## config.mk

```make
export PLATFORM = sky130hd
export DESIGN_NAME = cdb_arbiter
export DESIGN_NICKNAME = d
export VERILOG_FILES = /design/src/rtl/cdb_arbiter.sv
export SDC_FILE = /design/constraint.sdc
export NUM_CORES = 1
export LEC_CHECK = 0
export BUFFER_PORTS_ARGS = -buffer_cell sky130_fd_sc_hd__clkbuf_2
export CAP_MARGIN = 10
export CORE_ASPECT_RATIO = 1.25
export CORE_MARGIN = 2
export CORE_UTILIZATION = 40
export DETAILED_ROUTE_END_ITERATION = 7
export GPL_ROUTABILITY_DRIVEN = 1
export GPL_TIMING_DRIVEN = 1
export HOLD_SLACK_MARGIN = 0.12
export PLACE_DENSITY = 0.63
export SLEW_MARGIN = 10
export SYNTH_ARGS = -nofsm -noshare
export SYNTH_HDL_FRONTEND = slang
export SYNTH_SLANG_ARGS = --single-unit
```

## constraint.sdc

```tcl
create_clock -name clk_i -period 3.5 [get_ports clk_i]
set_clock_uncertainty 0.15 [all_clocks]
set_input_delay 0.7 -clock clk_i [delete_from_list [all_inputs] [get_ports clk_i]]
set_output_delay 0.7 -clock clk_i [all_outputs]
set_load 0.05 [all_outputs]
```

## src/rtl/cdb_arbiter.sv

```systemverilog
// cdb_arbiter: per-source result FIFOs granted round-robin onto a registered CDB.
`ifndef ROB_TAG_LEN
`define ROB_TAG_LEN 3
`endif
module cdb_arbiter #(
  parameter int NUM_SRC = 2,
  parameter int FIFO_DEPTH = 2,
  parameter int TAG_W = `ROB_TAG_LEN + 1,
  localparam int DW = TAG_W + 32
) (
  input  logic                            clk_i,
  input  logic                            reset_i,
  input  logic                            flush_i,
  input  logic [NUM_SRC-1:0]              src_valid_i,
  input  logic [NUM_SRC-1:0][TAG_W-1:0]   src_tag_i,
  input  logic [NUM_SRC-1:0][31:0]        src_value_i,
  output logic [NUM_SRC-1:0]              src_ready_o,
  output logic [DW-1:0]                   cdb_o
);
  localparam int AW = FIFO_DEPTH > 1 ? $clog2(FIFO_DEPTH) : 1;
  localparam int CW = $clog2(FIFO_DEPTH + 1);
  localparam int SW = NUM_SRC > 1 ? $clog2(NUM_SRC) : 1;
  logic [DW-1:0] mem_q [NUM_SRC][FIFO_DEPTH];
  logic [NUM_SRC-1:0][AW-1:0] wr_q, wr_d, rd_q, rd_d;
  logic [NUM_SRC-1:0][CW-1:0] cnt_q, cnt_d;
  logic [SW-1:0] rr_q, rr_d, win;
  logic [DW-1:0] cdb_q, cdb_d;
  logic [NUM_SRC-1:0] push, pop;
  logic found;
  logic [SW:0] idx;
  function automatic logic [AW-1:0] inc(input logic [AW-1:0] p);
    return p == AW'(FIFO_DEPTH - 1) ? '0 : p + 1'b1;
  endfunction
  // first non-empty source at or after rr_q, wrapping
  always_comb begin
    found = 1'b0;
    win = '0;
    idx = '0;
    for (int k = 0; k < NUM_SRC; k++) begin
      idx = {1'b0, rr_q} + (SW+1)'(k);
      idx = idx >= (SW+1)'(NUM_SRC) ? idx - (SW+1)'(NUM_SRC) : idx;
      if (!found && cnt_q[idx[SW-1:0]] != '0) begin
        found = 1'b1;
        win = idx[SW-1:0];
      end
    end
  end
  // tag 0 means "no broadcast", so such results are accepted but never stored
  always_comb begin
    for (int i = 0; i < NUM_SRC; i++) begin
      src_ready_o[i] = cnt_q[i] < CW'(FIFO_DEPTH);
      push[i] = src_valid_i[i] & src_ready_o[i] & (|src_tag_i[i]);
      pop[i] = found && win == SW'(i);
      wr_d[i] = push[i] ? inc(wr_q[i]) : wr_q[i];
      rd_d[i] = pop[i] ? inc(rd_q[i]) : rd_q[i];
      cnt_d[i] = cnt_q[i] + CW'(push[i]) - CW'(pop[i]);
    end
    rr_d = found ? (win == SW'(NUM_SRC - 1) ? '0 : win + 1'b1) : rr_q;
    cdb_d = found ? mem_q[win][rd_q[win]] : '0;
  end
  always_ff @(posedge clk_i) begin
    if (reset_i || flush_i) begin
      wr_q <= '0;
      rd_q <= '0;
      cnt_q <= '0;
      rr_q <= '0;
      cdb_q <= '0;
    end else begin
      wr_q <= wr_d;
      rd_q <= rd_d;
      cnt_q <= cnt_d;
      rr_q <= rr_d;
      cdb_q <= cdb_d;
    end
  end
  always_ff @(posedge clk_i) begin
    for (int i = 0; i < NUM_SRC; i++)
      if (push[i]) mem_q[i][wr_q[i]] <= {src_tag_i[i], src_value_i[i]};
  end
  assign cdb_o = cdb_q;
endmodule

```

==> results.py, run 1 <==
metrics = {
    "routing": {
        "drt_pre_antenna_iters": 4,
        "vias_per_cell": 5.043,
        "drt_iter0_markers": 272,
        "ant_nets": 0,
        "vias": 3848,
        "wl_per_cell_um": 18.68,
        "wl_mm": 14.25,
        "drc": 0,
    },
    "worst_setup_path": {
        "crit_fanout": 24,
        "r2r-end": "cdb_o[35]",
        "worst_ep_required_time_ns": 3.62,
        "r2r_start": "cnt_q[3]",
        "cp-startpoint": "cnt_q[3]",
        "r2r_cells": 4,
        "start_kind": "register",
        "cp-end-kind": "register",
        "cp-endpoint": "cdb_o[35]",
        "timing_worst_setup_path_type": "reg -> reg",
        "worstPathArrival_ns": 2.44,
        "r2r_slack_ns": 1.18,
    },
    "grt": {
        "grt_max_degree": 44,
        "gr-total-overflow": 0,
        "grt_pass1_wl_mm": 22.40,
        "grt_pass1_vias": 4138,
        "antenna_found_initial": 0,
        "grt_util_all_layers_pct": 15.84,
    },
    "floorplan": {
        "coreArea_um2": 17500,
        "die_w_um": 123.4,
        "die_y_um": 153.3,
        "fp-row-count": 54,
        "io_pins": 115,
        "start_util_pct": 40.76,
        "dieArea_um2": 18920,
    },
    "sta": {
        "fin_crit_sh_pct": 66.38,
        "fin_crit_ns": 2.323,
        "relSlewSlack_pct": 26.96,
        "final.setup.worst_slack_ns": 1.177,
        "tightest_slew_ns": 1.093,
        "setup_tns_ns": 0,
        "grt_setup_unrepaired": "false",
        "finalSetupViolations": 0,
        "hold_viol_final": 0,
        "drv_slew": 0,
        "clock.fmax_mhz": 430.4,
    },
    "clock_network": {
        "clkTransAtPathRegs_ns": 0.07,
        "cts_tree": "built",
        "htreeDepth": 4,
        "clockBufferDepth": 2,
        "clk_latency_ns": 0.42,
        "cts_made_buffers": 17,
        "clock-sinks": 189,
        "cts_resized": 0,
        "postCtsSetupBuffers": 0,
        "clockRootBuffer": "clkbuf_16",
        "ctsHoldBuffers": 0,
    },
    "final_layout": {
        "drive_gt1_share_pct": 37.66,
        "synthToLayoutAreaGrowth_pct": 18.65,
        "fin_util_pct": 48.36,
        "seqCellArea_um2": 5228,
        "stdcell_count": 763,
        "n_antenna_cell": 0,
        "fillCellCount": 1497,
        "nNetsFinal": 607,
        "multi_input_area_um2": 1707,
    },
    "pwr": {
        "ir_worst_vdd_mv": 0.3206,
        "power_density_nw_per_um2": 603.3,
        "total_power_mw": 5.106,
        "p_leak_nw": 2.921,
    },
    "yosys": {
        "syn_area_per_cell_um2": 17.23,
        "yosys-top-cells-area": "edfxtp_1 61%, dfxtp_1 13%, a211oi_2 5.3%, mux2i_1 5.1%, nor2b_1 3.2%",
        "synthDistinctLibCells": 30,
        "synth-seq-area-share_pct": 73.25,
        "netlist_area_um2": 7133,
        "synthCells": 414,
        "ys_ff_latch": 189,
        "yosys_warnings": 0,
        "syn-num-nets": 495,
        "netlist.area_leader.share_pct": 60.62,
        "synth_area_leader_cell": "edfxtp_1",
    },
    "place": {
        "place_congestion": 0.7110,
        "dp_slack_ns": 0.7980,
        "dp_cells": 731,
        "dp_hpwl_mm": 9.129,
        "placement.io_buffers": 114,
    },
    "hold_path": {
        "hp-class": "in -> reg",
    },
    "job": {
        "maxCapViolCount": 0,
    },
    "outcome": {
        "status": "complete, no violations",
    },
}
[registers in the layout, indices dropped and copies added, names as in the netlist]
name	count
mem_q	144
wr_q	2
rr_q	1
cnt_q	4
rd_q	2
cdb_o	36
[how the worst min path moves through the flow]
stage                          startpoint           end  cells past startpoint
after CTS                 src_value_i[16]  mem_q[0][16]                      1
after floorplan                   wr_q[0]       wr_q[0]                      2
after global placement            wr_q[0]       wr_q[0]                      2
after detailed placement          wr_q[0]       wr_q[0]                      2
final                     src_value_i[23]  mem_q[0][23]                      1
after global routing      src_value_i[28]  mem_q[0][28]                      1
[cell families (layout without fill, tap and decap cells)]
family | count (synthesis) | after routing | share of synthesized area (%)
compound gates | 84 | 84 | 12.49
xor+xnor | 4 | 4 | 0.4911
fa+ha+maj | 4 | 4 | 0.7017
buf+inv | 38 | 163 | 3.157
flops | 189 | 189 | 73.25
mux | 36 | 36 | 5.052
simple gates | 59 | 59 | 4.859
[critical path, stage by stage (launching register included)]
cell and delay, ns:
dfxtp_1 0.35, nor2_4 0.54, a21o_2 0.60, buf_4 0.43
a211oi_1 0.08
[final cells by class]
type                    instances  area share [%]
inverters                       9          0.3992
multi-input cells             187           20.17
well taps                     224           3.312
clock buffers                  18           5.071
repair buffers                122           7.599
clock inverters                14           1.685
flip-flops and latches        189           61.77
[synthesized netlist by cell type]
cell	instances
a2111oi_0	8
a2111oi_1	18
a2111oi_2	10
a211oi_1	6
a211oi_2	30
a21o_1	1
a21oi_1	5
and2_1	2
buf_2	12
buf_4	2
buf_6	8
clkbuf_1	7
dfxtp_1	45
edfxtp_1	144
ha_1	4
inv_1	8
inv_2	1
mux2i_1	36
nand2b_1	2
nor2_1	9
nor2b_1	36
nor4_1	2
o21a_1	1
o21ai_0	2
o21ai_1	2
o21ba_2	1
or2_1	2
or2_2	2
or3_1	4
xnor2_1	4
[per-layer routing]
| metal | routed length [µm] | track usage [%] |
|---|---|---|
| met3 | 539 | 3.657 |
| met2 | 7383 | 26.53 |
| met4 | 317 | 6.602 |
| met1 | 6011 | 19.48 |
| met5 | 0 | 0 |
[cell usage in the layout, fill, tap and decap left out, types with 3 or more instances in the layout]
master and instances:
clkbuf_2 114, xnor2_1 4, ha_1 4, a211oi_1 6, dfxtp_1 43, buf_4 7, mux2i_1 36, or2_2 3
clkbuf_16 17, nor2_1 6, a2111oi_2 10, edfxtp_1 144, clkinv_1 3, a2111oi_1 18, nor2_4 3, clkinv_4 3
a2111oi_0 8, a21oi_1 5, inv_2 3, or3_1 4, a211oi_2 30, nor2b_1 36, inv_1 6
[metrics by stage]
stage          hold WS (ns)  area [µm²]
6_report             0.3168        8463
3_3_place_gp         0.3227        7891
3_5_place_dp         0.3329        7891
2_1_floorplan        0.3127        7133
4_1_cts              0.3017        8463
5_1_grt              0.3020        8463
[power by group]
group,leakage (nW),switching [mW],total (mW),internal [mW]
Clock,0.275,0.811,1.86,1.05
Combinational,0.935,0.448,0.640,0.192
Sequential,1.71,0.0448,2.60,2.56
Total,2.92,1.30,5.11,3.80
Power figures use the tool's default switching activity.
==> inputs of run 2 (changes only) <==
--- a/config.mk
+++ b/config.mk
@@ -14,7 +14,7 @@
 export GPL_ROUTABILITY_DRIVEN = 1
 export GPL_TIMING_DRIVEN = 1
 export HOLD_SLACK_MARGIN = 0.12
-export PLACE_DENSITY = 0.63
+export PLACE_DENSITY = 0.65
 export SLEW_MARGIN = 10
 export SYNTH_ARGS = -nofsm -noshare
 export SYNTH_HDL_FRONTEND = slang
==> constraint.sdc (replaced) <==
create_clock -name clk_i -period 2 [get_ports clk_i]
set_clock_uncertainty 0.15 [all_clocks]
set_input_delay 0.4 -clock clk_i [delete_from_list [all_inputs] [get_ports clk_i]]
set_output_delay 0.4 -clock clk_i [all_outputs]
set_load 0.05 [all_outputs]
==> results.py, run 2 (same netlist as run 1, synthesis figures left out) <==
metrics = {
    "hold_path": {
        "min_path_cells": 3,
        "hp-class": "in -> reg",
    },
    "pwr": {
        "pwr-share-clk_pct": 36.8,
        "power_density_nw_per_um2": 980.2,
        "switching_share_pct": 25.57,
        "p_int_mw": 7.000,
        "ir_worst_vdd_mv": 0.6022,
        "seqPwrFrac_pct": 48.4,
        "p_sw_mw": 2.405,
        "p_leak_nw": 3.405,
        "combPwrFrac_pct": 14.8,
    },
    "worst_setup_path": {
        "max_stage_delay_ns": 0.34,
        "r2r_cells": 8,
        "timing_worst_setup_path_type": "reg -> reg",
        "critPathBufInv": 1,
        "worstPathCellList": "nand2b_1 -> or2_2 -> ha_4 -> inv_2 -> ha_4 -> xnor2_2 -> xnor2_1 -> nor2_1",
        "crit_family": "simple AND/OR/NAND/NOR gates",
        "worst_ep_required_time_ns": 2.17,
        "cp.depth": 8,
        "worstPathArrival_ns": 2.08,
        "cpMostUsedCell": "ha_4",
        "start_kind": "register",
        "cp_slowest_cell": "or2_2",
        "cp-end-kind": "register",
        "crit_fanout": 3,
    },
    "final_layout": {
        "nNetsFinal": 705,
        "stdcell_count": 861,
        "n_antenna_cell": 0,
        "synthToLayoutAreaGrowth_pct": 34.50,
        "drive_gt1_share_pct": 37.83,
        "fin_util_pct": 54.83,
        "final_cell_mix": "144 x edfxtp_1, 114 x clkbuf_2, 70 x dlygate4sd3_1",
        "largest_reg_flops": 144,
        "layout_commonest_cell": "edfxtp_1",
    },
    "sta": {
        "grt_setup_unrepaired": "false",
        "hold_viol_final": 0,
        "fin_crit_ns": 1.911,
        "final.setup.worst_slack_ns": 0.08893,
        "finalHoldWorstSlack_ns": 0.1470,
        "fin_crit_sh_pct": 95.55,
        "tightest_slew_ns": 0.6336,
        "relSlewSlack_pct": 57.76,
        "drv_slew": 0,
        "clock.fmax_mhz": 523.3,
        "setup_tns_ns": 0,
        "finalSetupViolations": 0,
    },
    "place": {
        "dp_cells": 759,
        "placement.io_buffers": 114,
        "dp_slack_ns": -0.2414,
        "dp_hpwl_mm": 10.10,
        "place_congestion": 0.7122,
    },
    "routing": {
        "vias": 4240,
        "drc": 0,
        "wl_mm": 15.20,
        "drt_iter0_markers": 257,
        "wl_per_cell_um": 17.66,
        "ant_nets": 0,
        "drt_pre_antenna_iters": 4,
        "vias_per_cell": 4.925,
    },
    "grt": {
        "antenna_found_initial": 0,
        "gr-total-overflow": 0,
        "grt_max_degree": 37,
        "grt_util_all_layers_pct": 17.00,
        "grt_pass1_wl_mm": 23.76,
        "grt_pass1_vias": 4560,
    },
    "floorplan": {
        "die_y_um": 153.3,
        "fp-row-count": 54,
        "coreArea_um2": 17500,
        "start_util_pct": 40.76,
        "die_w_um": 123.4,
        "io_pins": 115,
        "dieArea_um2": 18920,
    },
    "clock_network": {
        "htreeDepth": 4,
        "cts_made_buffers": 17,
        "clock-sinks": 189,
        "clkTransAtPathRegs_ns": 0.07,
        "clockBufferDepth": 2,
        "cts_tree": "built",
        "clk_latency_ns": 0.42,
        "clockRootBuffer": "clkbuf_16",
    },
    "job": {
        "maxCapViolCount": 0,
    },
    "outcome": {
        "status": "complete, no violations",
    },
}
## run 2: cell types whose count changed in the layout (fill, tap and decap cells not counted), sizes merged
cell,change
dlygate4sd3,+70
buf,+28
clkinv,-3
inv,+2
bufinv,+1
clkbuf,-1
clkinvlp,+1
## run 2: worst paths after layout
path         slack [ns]      from  endpoint
max                0.09  cnt_q[3]  cnt_q[3]
max reg2reg        0.09  cnt_q[3]  cnt_q[3]
min                0.15   reset_i  cnt_q[0]
min reg2reg        0.36   wr_q[0]   wr_q[0]
## run 2: routing by layer
layer	global-route usage, %	vias up	wire length [µm]
met2	31.06	91	8410
met1	19.34	2089	6126
li1	-	2048	-
met4	5.682	0	175
met5	0	-	0
met3	3.545	12	490
## run 2: power groups by stage
| stage | Combinational [mW] | Clock (mW) | Sequential [mW] |
|---|---|---|---|
| floorplan | 0.714 | 0 | 4.79 |
| global placement | 1.27 | 0 | 4.63 |
| detailed placement | 1.30 | 0 | 4.64 |
| CTS | 1.41 | 3.54 | 4.56 |
| global route | 1.50 | 3.68 | 4.57 |
| finish | 1.39 | 3.46 | 4.55 |
## run 2: cell type report
| class | count | area [µm²] |
|---|---|---|
| inverter | 9 | 43.79 |
| tap | 224 | 280.3 |
| timing repair buffer | 220 | 1679 |
| fill | 1396 | 7905 |
| multi-input combinational | 187 | 1754 |
| sequential | 189 | 5230 |
| clock buffer | 17 | 425.4 |
| clock inverter | 15 | 181.4 |
## run 2: worst reg2reg max path: cells and delay by family (launching register included)
family	cells	cell delay, ns
AND/OR/NAND/NOR	3	0.57
adder cells (fa/ha/maj)	2	0.42
flip-flops	1	0.33
XOR/XNOR	2	0.29
buffers and inverters	1	0.03
## run 2: timing repair
action	CTS	global route
hold endpoints to repair	139	0
gates resized for setup	0	2
buffers inserted	0	0
hold buffers	70	0
setup endpoints to repair	0	2
## run 2: metrics by stage
stage	area, µm²	total power [mW]
after floorplan	7207	5.503
after global placement	8278	5.900
after detailed placement	8278	5.940
after CTS	9585	9.506
after global routing	9594	9.753
final	9594	9.405
